### src/rtl/countdown_timer_pkg.sv
// Shared constants and state encoding for the countdown timer.
package countdown_pkg;

    localparam int WIDTH_MIN = 2;

    typedef enum logic [1:0] {
        ST_IDLE = 2'b00,
        ST_RUN  = 2'b01,
        ST_DONE = 2'b10,
        ST_ILL  = 2'b11
    } state_t;

endpackage

### src/rtl/countdown_timer_dec_nbit.sv
// Gate-level borrow-chain decrementer: y = a - 1, borrow_out set only at a == 0.
module dec_nbit #(
    parameter int WIDTH = 4
) (
    input  logic [WIDTH-1:0] a,
    output logic [WIDTH-1:0] y,
    output logic             borrow_out
);

    wire [WIDTH-1:0] w_y;
    wire [WIDTH-1:0] w_b;

    not u_y0 (w_y[0], a[0]);
    not u_b0 (w_b[0], a[0]);

    for (genvar i = 1; i < WIDTH; i++) begin : g_bit
        wire w_na;
        not u_na (w_na, a[i]);
        xor u_y  (w_y[i], a[i], w_b[i-1]);
        and u_b  (w_b[i], w_na, w_b[i-1]);
    end

    assign y          = w_y;
    assign borrow_out = w_b[WIDTH-1];

endmodule

### src/rtl/countdown_timer.sv
// Loadable down counter with start handshake, done pulse and optional auto-reload.
module countdown_timer
    import countdown_pkg::*;
#(
    parameter int WIDTH       = 4,
    parameter bit AUTO_RELOAD = 1'b0
) (
    input  logic             clk,
    input  logic             rst_n,
    input  logic             start_valid,
    output logic             start_ready,
    input  logic [WIDTH-1:0] load_val,
    input  logic             en,
    input  logic             abort,
    output logic [WIDTH-1:0] count,
    output logic             busy,
    output logic             done
);

    state_t           r_state;
    logic [WIDTH-1:0] r_count;
    logic [WIDTH-1:0] r_reload;
    logic [WIDTH-1:0] w_dec;
    logic             w_borrow;

    dec_nbit #(.WIDTH(WIDTH)) u_dec (
        .a          (r_count),
        .y          (w_dec),
        .borrow_out (w_borrow)
    );

    always_ff @(posedge clk or negedge rst_n) begin
        if (!rst_n) begin
            r_state  <= ST_IDLE;
            r_count  <= '0;
            r_reload <= '0;
        end else if (abort) begin
            r_state <= ST_IDLE;
            r_count <= '0;
        end else begin
            case (r_state)
                ST_IDLE: begin
                    if (start_valid) begin
                        r_count  <= load_val;
                        r_reload <= load_val;
                        r_state  <= (load_val == '0) ? ST_DONE : ST_RUN;
                    end
                end
                ST_RUN: begin
                    if (en) begin
                        // a borrow means count is already 0: never wrap
                        if (!w_borrow)
                            r_count <= w_dec;
                        if (r_count == WIDTH'(1) || w_borrow)
                            r_state <= ST_DONE;
                    end
                end
                ST_DONE: begin
                    if (AUTO_RELOAD && r_reload != '0) begin
                        r_state <= ST_RUN;
                        r_count <= r_reload;
                    end else if (AUTO_RELOAD) begin
                        r_state <= ST_DONE;
                    end else begin
                        r_state <= ST_IDLE;
                    end
                end
                default: begin
                    r_state <= ST_IDLE;
                end
            endcase
        end
    end

    assign start_ready = (r_state == ST_IDLE);
    assign busy        = (r_state != ST_IDLE);
    assign done        = (r_state == ST_DONE);
    assign count       = r_count;

endmodule

### config.mk
export PLATFORM = sky130hd
export DESIGN_NAME = countdown_timer
export DESIGN_NICKNAME = d
export VERILOG_FILES = /design/src/rtl/countdown_timer_pkg.sv /design/src/rtl/countdown_timer_dec_nbit.sv /design/src/rtl/countdown_timer.sv
export SDC_FILE = /design/constraint.sdc
export NUM_CORES = 1
export LEC_CHECK = 0
export CORE_AREA = 5 5 42 44
export DETAILED_ROUTE_END_ITERATION = 8
export DIE_AREA = 0 0 47 49
export SYNTH_ARGS = -nofsm -noshare
export SYNTH_HDL_FRONTEND = slang
export SYNTH_SLANG_ARGS = --single-unit
### constraint.sdc
create_clock -name clk -period 4.3 [get_ports clk]
set_input_delay 0.43 -clock clk [delete_from_list [all_inputs] [get_ports clk]]
set_output_delay 0.43 -clock clk [all_outputs]
set_load 0.02 [all_outputs]
After elaboration in Yosys (flattened, before gate mapping)
Cells that the tools add are included.

Register bits: 6. Bits in latches: 0. Memory bits (writable): 0. Memory bits (read-only): 0. Output and inout port bits: 7. Logic and storage cells: 37. Memories kept: 0.

Add/sub/neg operators: 0. Multipliers: 0. Div/mod/pow operators: 0. Order comparisons: 0. Equality and inequality tests: 7. Shift operators: 0. Multiplexer cells: 11. Bitwise logic cells: 10. Reduce and logical (&&, ||, !) cells: 7.

Operator list (number): 4-bit 2-to-1 mux (4); 2-bit 2-to-1 mux (5); 3-bit != test, second input constant (3); 4-bit case mux with 2 select lines (1); 4-bit by 1-bit equality test with 1-bit output, second input constant (1); 4-bit logical NOT (1); 1-bit inverter (4); 2-bit case mux with 2 select lines (1); 4-bit AND reduction (1); 1-bit AND (3); 3-bit by 2-bit != test with 1-bit output, second input constant (1); 3-bit AND reduction (1); 3-bit nonzero test (1); 1-bit XOR (3); 2-bit by 1-bit equality test with 1-bit output, second input constant (1); 2-bit equality test, second input constant (1); 2-bit logical NOT (1); 2-bit nonzero test (1); 1-bit logical OR (1).

Depth between registers and ports, before layout
Gate-level depths: netlist of run 1.

Depth after elaboration: 9. Mapped depth: 8.

Hierarchy
Synthesis of run 1 repeated with hierarchy kept, for this count alone.

Cell total of the unflattened synthesis: 43. Area total of the unflattened synthesis: 446.7 µm².

Modules (own cells, without submodules): countdown_timer (times used 1, cells an instance 33, area an instance 382.9 µm², sequential area each 150.1 µm²); dec_nbit (times used 1, cells an instance 10, area an instance 63.8 µm², sequential area each 0.0 µm²).

Least setup slack after synthesis of run 1
No wires, ideal clock.

Path kind: reg2reg. Start: register r_count[0], in the netlist count[0]. End: register r_count[2], in the netlist count[2]. Setup time: 77 ps. Arrival: 1741 ps. Required time: 4223 ps. Slack: 2481 ps. Stages on the path, launching flop included: 9. Clock period less this slack: 1819 ps. Path through: dfrtp_1 > inv_1 > ha_1 > ha_1 > ha_1 > inv_1 > a32oi_4 > a211o_1 > a21oi_1.

Cells in the longest elaborated chain, start to end: 7. Elaborated cells on any way between the ends: 11. Classes of those cells: 1 x eq/ne; 4 x mux; 5 x bitwise; 1 x reduce/logical.

RTL lines: start: declaration (RTL line countdown_timer.sv:21) `logic [WIDTH-1:0] r_count;`; start signal: assignment (RTL line countdown_timer.sv:44) `r_count <= load_val;`; start signal: assignment (RTL line countdown_timer.sv:53) `r_count <= w_dec;`; start signal: assignment (RTL line countdown_timer.sv:61) `r_count <= r_reload;`; 1-bit inverter (*) (RTL line countdown_timer_dec_nbit.sv:14) `not u_b0 (w_b[0], a[0]);`; 1-bit AND (*) (RTL line countdown_timer_dec_nbit.sv:20) `and u_b (w_b[i], w_na, w_b[i-1]);`; 1-bit XOR (RTL line countdown_timer_dec_nbit.sv:19) `xor u_y (w_y[i], a[i], w_b[i-1]);`; 4-bit 2-to-1 mux (RTL line countdown_timer.sv:52) `if (!w_borrow)`; 4-bit 2-to-1 mux (RTL line countdown_timer.sv:50) `if (en) begin`; 4-bit case mux with 2 select lines (RTL line countdown_timer.sv:41) `case (r_state)`; 4-bit 2-to-1 mux (RTL line countdown_timer.sv:37) `end else if (abort) begin`.

Every way passes the cells marked *; elsewhere a longest branch is shown, timed or not. The select of a mux whose other input is x is not followed. A chain may end at the register's enable or synchronous reset.

Worst setup path in the final report of run 1
Start: register r_state[0]. End: output start_ready.

Cells in the longest elaborated chain, start to end: 1.

RTL lines: start: declaration (RTL line countdown_timer.sv:20) `state_t r_state;`; start signal: assignment (RTL line countdown_timer.sv:46) `r_state <= (load_val == '0) ? ST_DONE : ST_RUN;`; 2-bit logical NOT (RTL line countdown_timer.sv:75) `assign start_ready = (r_state == ST_IDLE);`; end: declaration (RTL line countdown_timer.sv:11) `output logic start_ready,`.

No other way between the ends.

==> results of run 1 <==
==> critical path, cell delays in order, from the launching register on <==
cell             delay, ns
dfrtp_1               0.45
nor2_1                0.29
clkdlybuf4s50_1       0.66
==> power groups by stage <==
stage	registers (uW)	logic, uW	clock network [uW]
floorplan	76.3	53.1	0
global placement	72.2	92.7	0
detailed placement	71.9	93.1	0
CTS	71.2	93.5	58.0
global route	72.8	102	59.0
finish	71.1	92.3	53.4
==> layer usage <==
layer  GRT usage, %  wire length [microns]
met1           15.4                    516
met2           14.0                    505
met3           5.90                     85
met4           2.76                      0
met5              0                      0
==> sequential cells by signal, summed over array words and instances, names as in the netlist <==
name / cells
r_state: 2
count: 4
==> synth_stat cells <==
cell / n / area, sq um
a21oi_1: 2 / 10.0
nor2b_1: 1 / 6.26
nor4bb_1: 1 / 10.0
or4_1: 1 / 7.51
nand2_1: 2 / 7.51
a31oi_1: 1 / 6.26
dfrtp_1: 6 / 150
o2bb2ai_1: 1 / 8.76
a22oi_1: 1 / 7.51
inv_1: 9 / 33.8
buf_6: 1 / 11.3
nor2b_4: 1 / 13.8
mux2i_1: 1 / 10.0
a211oi_1: 1 / 7.51
ha_1: 4 / 50.1
nor2_1: 4 / 15.0
nor4_1: 2 / 12.5
a221oi_1: 1 / 8.76
nor3_1: 1 / 5.00
a211o_1: 2 / 17.5
and2b_1: 2 / 15.0
a311oi_1: 1 / 8.76
a32oi_4: 1 / 27.5
==> stage by stage <==
stage                     instance area, sq um  utilization [%]  hold WS [ns]  std cells
after floorplan                            450                -         0.134         47
after global placement                     609             43.5         0.533         77
after detailed placement                   609             43.5         0.539         77
after CTS                                  632             45.1         0.432         80
after global routing                       632             45.1         0.452         80
final                                      632             45.1         0.433         80
==> path summary, 6_finish.rpt <==
path                                  from     endpoint
max in group asynchronous            rst_n     count[1]
worst max-delay path            r_state[0]  start_ready
worst min-delay path                 rst_n   r_state[1]
min in group clk                  count[2]     count[2]
worst max register to register    count[0]     count[3]
worst min register to register    count[2]     count[2]
==> layout make-up <==
| class | instances | area, sq um | area share (%) |
|---|---|---|---|
| clock buffer | 3 | 22.5 | 3.56 |
| inverter | 9 | 33.8 | 5.35 |
| multi-input combinational | 31 | 255 | 40.4 |
| sequential | 6 | 150 | 23.8 |
| tap | 16 | 20.0 | 3.17 |
| timing repair buffer | 15 | 150 | 23.8 |
==> logic make-up (layout without fill, tap and decap cells) <==
kind of cell / after synthesis / in the layout
muxes: 1 / 1
adders and majority gates: 4 / 4
AOI/OAI and AO/OA: 11 / 11
buffers and inverters: 10 / 27
DFF: 6 / 6
and+or+nand+nor: 15 / 15
==> out/results.md, run 1 <==
| Quantity | Value |
| --- | --- |
| Worst path required time | 3.87 ns |
| Cell at the root of the clock tree | clkbuf_4 |
| Number of vias after detailed routing | 416 |
| Total Wirelength | 1110 microns |
| Number of setup violations in the final report | 0 |
| Commonest non-fill, non-tap cells in the layout | 15 x clkdlybuf4s50_1, 9 x inv_1, 6 x dfrtp_1 |
| Status | finished, final reports clean |
| Pin count of the biggest net entering global routing | 9 |
| GRT Residual Overflow | 0 |
| Final Max Slew Viols | 0 |
| Starting DRT DRC Count | 8 |
| Die Width | 47 microns |
| R2R setup slack | 2.47 ns |
| Post-synthesis mux area share | 2.22% |
| Final HPWL from detailed placement | 850 microns |
| Adder-cell share of the synthesized area | 11.1% |
| Worst setup slack after placement | 2.42 ns |
| Area growth from synthesis to layout | 40.3% |
| Overall global routing resource usage | 10.8% |
| Classification of the worst-slack hold path | input port to async pin |
| CTS tree | built |
| Total core area | 0.00140 sq mm |
| Worst Reg2Reg Path Length in Cells | 8 |
| Path type of the worst setup path | register to output port |
| Netlist cell types | 23 |
| Cell leakage power | 0.000270 uW |
| Num rows | 14 |
| Pwr Density | 343 mW/mm^2 |
| Nets in the synthesized netlist | 60 |
| # fillers | 148 |
| Peak clock frequency supported by timing | 480 MHz |
| CTS HTree Levels | 1 |
| Relative contribution of combinational cells to total power | 42.6% |
| Pin slew with the least headroom to its limit | 0.308 ns |
| Area of the die | 0.00230 sq mm |
| Synthesized netlist cell count | 47 |
| Initial antenna violation count | 0 |
| Insertion delay of the later-clocked pin in the worst-skew pair | 0.25 ns |
| Switching share of total power | 35.4% |
| Maximum clock insertion buffer count | 2 |
| Headroom to the max-slew limit | 79.3% |
| Number of buffers inserted by post-CTS setup repair | 0 |
| Final Net Count | 79 |
| Maximum clock skew at final layout | 0.00601 ns |
| Commonest non-fill, non-tap cell in the layout | clkdlybuf4s50_1 |
| Share of total power in sequential cells | 32.8% |
| Clock slew at reported path FFs | 0.05 ns |
| Simple-Gate Fraction of Synth Area | 20.6% |
| CTS Buf Count | 3 |
| Share of synthesized area occupied by flip-flops and latches | 33.3% |
| Count of input and output buffers | 15 |
| Post-synthesis average cell area | 9.58 sq um |
| Antenna diode count | 0 |
| Synth Register Bits | 6 |
| Hold-fix buffers, CTS | 0 |
| Capturing element type of the critical path | output port |
| Top-level port count | 16 |
| DR WL/cell | 13.8 microns |
| Critical path launch point type | register |
| Max Fanout on Critical Path | 8 |
| Final total negative setup slack | 0 ns |
| Placer's final routability congestion estimate | 0.791 |
| Number of hold-slack violations in the final timing report | 0 |
| Antenna-violating nets left | 0 |
| Total standard cell area after synthesis | 450 sq um |
| Number of global-route vias before repair | 395 |
| Post-route worst setup slack | 2.22 ns |
| Synth Area in XOR/XNOR | 0% |
| Final Critical Period | 2.08 ns |
| Post-cts resize count | 0 |
| Arrival time of the worst setup path | 1.65 ns |
| Number of search-and-repair iterations in the first detailed-routing pass | 4 |
| Initial Utilization | 32.1% |
| Total power | 217 uW |
| Switching power | 76.7 uW |
| Number of warnings printed during yosys synthesis | 0 |
| Post-detailed-route via-to-cell ratio | 5.20 |
| Clock sink count | 6 |
| Combinational family with the most area after synthesis | compound AO/OA/AOI/OAI gates |
| Relative contribution of the clock network to total power | 24.6% |
| Internal Pwr Total | 140 uW |
| Post-route clock period utilization | 48.4% |
| Chip height | 49 microns |
| Reported max-cap violation count | 0 |
| Worst VDD drop | 0.143 mV |
| Number of DRC violations after detailed routing | 0 |
| Wire length of the first global-routing pass | 1770 microns |
| Post-synthesis compound-gate area fraction | 22.8% |
| Unrepaired setup endpoints after global routing | no |
| Ratio of cells with drive above 1 in the final layout | 7.81% |
No activity file was read; power rests on OpenSTA's default activity.
==> run 2, diff against run 1 <==
PLACE_DENSITY = 0.66   (was unset)
clock period = 1.86 ns   (was 4.3 ns; I/O delays follow)
==> out/results.md, run 2 (same netlist as run 1, synthesis figures left out) <==
| Quantity | Value | Change |
| --- | --- | --- |
| Number of setup violations in the final report | 0 | unchanged |
| Critical path launch point type | register | unchanged |
| Post-detailed-route via-to-cell ratio | 5.01 | was 5.20 |
| Final HPWL from detailed placement | 876 microns | was 850 microns |
| Ratio of cells with drive above 1 in the final layout | 13.8% | was 7.81% |
| Peak clock frequency supported by timing | 570 MHz |  |
| Max Fanout on Critical Path | 7 | was 8 |
| Clock slew at reported path FFs | 0.05 ns | about the same |
| CTS HTree Levels | 1 | unchanged |
| Cell at the root of the clock tree | clkbuf_4 | unchanged |
| Count of input and output buffers | 15 | unchanged |
| CTS tree | built | unchanged |
| Clock sink count | 6 | unchanged |
| Insertion delay of the later-clocked pin in the worst-skew pair | 0.25 ns | about the same |
| Share of total power in sequential cells | 31.9% | was 32.8% |
| Pwr Density | 794 mW/mm^2 | was 343 mW/mm^2 |
| Final total negative setup slack | 0 ns | unchanged |
| Number of vias after detailed routing | 406 | was 416 |
| Top-level port count | 16 | unchanged |
| Placer's final routability congestion estimate | 0.755 | was 0.791 |
| Antenna diode count | 0 | unchanged |
| Worst path required time | 2.03 ns | was 3.87 ns |
| Final Max Slew Viols | 0 | unchanged |
| Post-route clock period utilization | 94.3% |  |
| Area of the die | 0.00230 sq mm | unchanged |
| Headroom to the max-slew limit | 78.5% | was 79.3% |
| Worst path max stage delay | 0.37 ns | was 0.66 ns |
| Starting DRT DRC Count | 7 | was 8 |
| Relative contribution of combinational cells to total power | 44.4% | was 42.6% |
| Pin slew with the least headroom to its limit | 0.321 ns | was 0.308 ns |
| Crit-path slowest cell | dfrtp_1 | was clkdlybuf4s50_1 |
| DR WL/cell | 13.1 microns | was 13.8 microns |
| Cell Chain, Critical Path | inv_2, ha_1, ha_1, ha_2, inv_1, a32oi_4, a211o_1, a21oi_1 | was nor2_1, clkdlybuf4s50_1 |
| Final Critical Period | 1.75 ns |  |
| GRT Residual Overflow | 0 | unchanged |
| Total Wirelength | 1060 microns | was 1110 microns |
| Post-cts resize count | 0 | unchanged |
| Initial Utilization | 32.1% | unchanged |
| Number of search-and-repair iterations in the first detailed-routing pass | 2 | was 4 |
| Cell leakage power | 0.000274 uW | was 0.000270 uW |
| Pin count of the biggest net entering global routing | 9 | unchanged |
| Internal Pwr Total | 331 uW | was 140 uW |
| Switching power | 181 uW | was 76.7 uW |
| Wire length of the first global-routing pass | 1680 microns | was 1770 microns |
| Commonest non-fill, non-tap cell in the layout | clkdlybuf4s50_1 | unchanged |
| Reported max-cap violation count | 0 | unchanged |
| Path type of the worst setup path | register to register | was register to output port |
| Die Width | 47 microns | unchanged |
| Maximum clock skew at final layout | 0.00315 ns | was 0.00601 ns |
| Number of buffers inserted by post-CTS setup repair | 0 | unchanged |
| Capturing element type of the critical path | register | was output port |
| Commonest non-fill, non-tap cells in the layout | 15 x clkdlybuf4s50_1, 8 x inv_1, 6 x dfrtp_1 | was 15 x clkdlybuf4s50_1, 9 x inv_1, 6 x dfrtp_1 |
| Overall global routing resource usage | 10.1% | was 10.8% |
| Num rows | 14 | unchanged |
| Number of global-route vias before repair | 393 | was 395 |
| Buf/Inv on CP | 2 | was 1 |
| Classification of the worst-slack hold path | input port to async pin | unchanged |
| Maximum clock insertion buffer count | 2 | unchanged |
| Chip height | 49 microns | unchanged |
| Post-route worst setup slack | 0.106 ns | was 2.22 ns |
| Relative contribution of the clock network to total power | 23.7% | was 24.6% |
| Number of DRC violations after detailed routing | 0 | unchanged |
| Number of hold-slack violations in the final timing report | 0 | unchanged |
| Worst setup slack after placement | 0.0786 ns | was 2.42 ns |
| Final Net Count | 80 | was 79 |
| Total core area | 0.00140 sq mm | unchanged |
| Antenna-violating nets left | 0 | unchanged |
| R2R setup slack | 0.11 ns | was 2.47 ns |
| Area growth from synthesis to layout | 43.1% | was 40.3% |
| Arrival time of the worst setup path | 1.92 ns | was 1.65 ns |
| Unrepaired setup endpoints after global routing | no | unchanged |
| Hold-fix buffers, CTS | 0 | unchanged |
| Initial antenna violation count | 0 | unchanged |
| # fillers | 142 | was 148 |
| Worst VDD drop | 0.375 mV | was 0.143 mV |
| Switching share of total power | 35.4% | about the same |
| Status | finished, final reports clean | unchanged |
| Largest register FFs | 4 | unchanged |
| Most frequent CP cell | ha_1 |  |
| Top delay family on crit path | compound AO/OA/AOI/OAI gates | was buffers and inverters |
| CTS Buf Count | 3 | unchanged |
run 2: cell count changes in the layout (fill, tap and decap cells not counted), sizes merged:
cell	before	now
buf	0	1
run 2: path summary, 6_finish.rpt:
check | start | end | depth (start not counted)
max | count[1] | count[2] | 8
max in group asynchronous | rst_n | count[0] | 1
max reg2reg | count[1] | count[2] | 8
min in group clk | count[3] | count[3] | 2
min reg2reg | count[3] | count[3] | 2
min | rst_n | count[3] | 1
run 2: layout make-up:
class	count	area [sq um]	share of cell area, %
sequential	6	150	23.3
clock buffer	3	22.5	3.50
inverter	9	33.8	5.24
timing repair buffer	16	158	24.5
multi-input combinational	31	260	40.4
tap	16	20.0	3.11
run 2: routing by layer:
metal  vias up  track usage (%)  share of wire, %
met3         2             2.95               6.6
met5         -                0                 0
li1        206                -                 -
met4         0             5.53              0.76
met1       185             14.8                48
met2        13             12.7                45
run 2: worst register-to-register path, stage by stage, from the launching register on:
cell,delay (ns)
dfrtp_1,0.37
inv_2,0.06
ha_1,0.18
ha_1,0.20
ha_2,0.19
inv_1,0.09
a32oi_4,0.15
a211o_1,0.30
a21oi_1,0.14
run 2: power by group through the flow:
stage	combinational, uW	clock [uW]	sequential (uW)
4_1_cts	226	126	162
6_report	227	121	163
2_1_floorplan	123	0	176
5_1_grt	249	132	166
3_5_place_dp	224	0	164
3_3_place_gp	220	0	164
run 2: per-stage QoR:
| step | area, sq um | instances | hold WS, ns | util, % | power (uW) |
|---|---|---|---|---|---|
| floorplan | 450 | 47 | -0.110 | - | 299 |
| global placement | 617 | 78 | 0.443 | 44.0 | 384 |
| detailed placement | 617 | 78 | 0.442 | 44.0 | 388 |
| CTS | 639 | 81 | 0.181 | 45.6 | 514 |
| global route | 644 | 81 | 0.191 | 46.0 | 547 |
| finish | 644 | 81 | 0.176 | 46.0 | 512 |
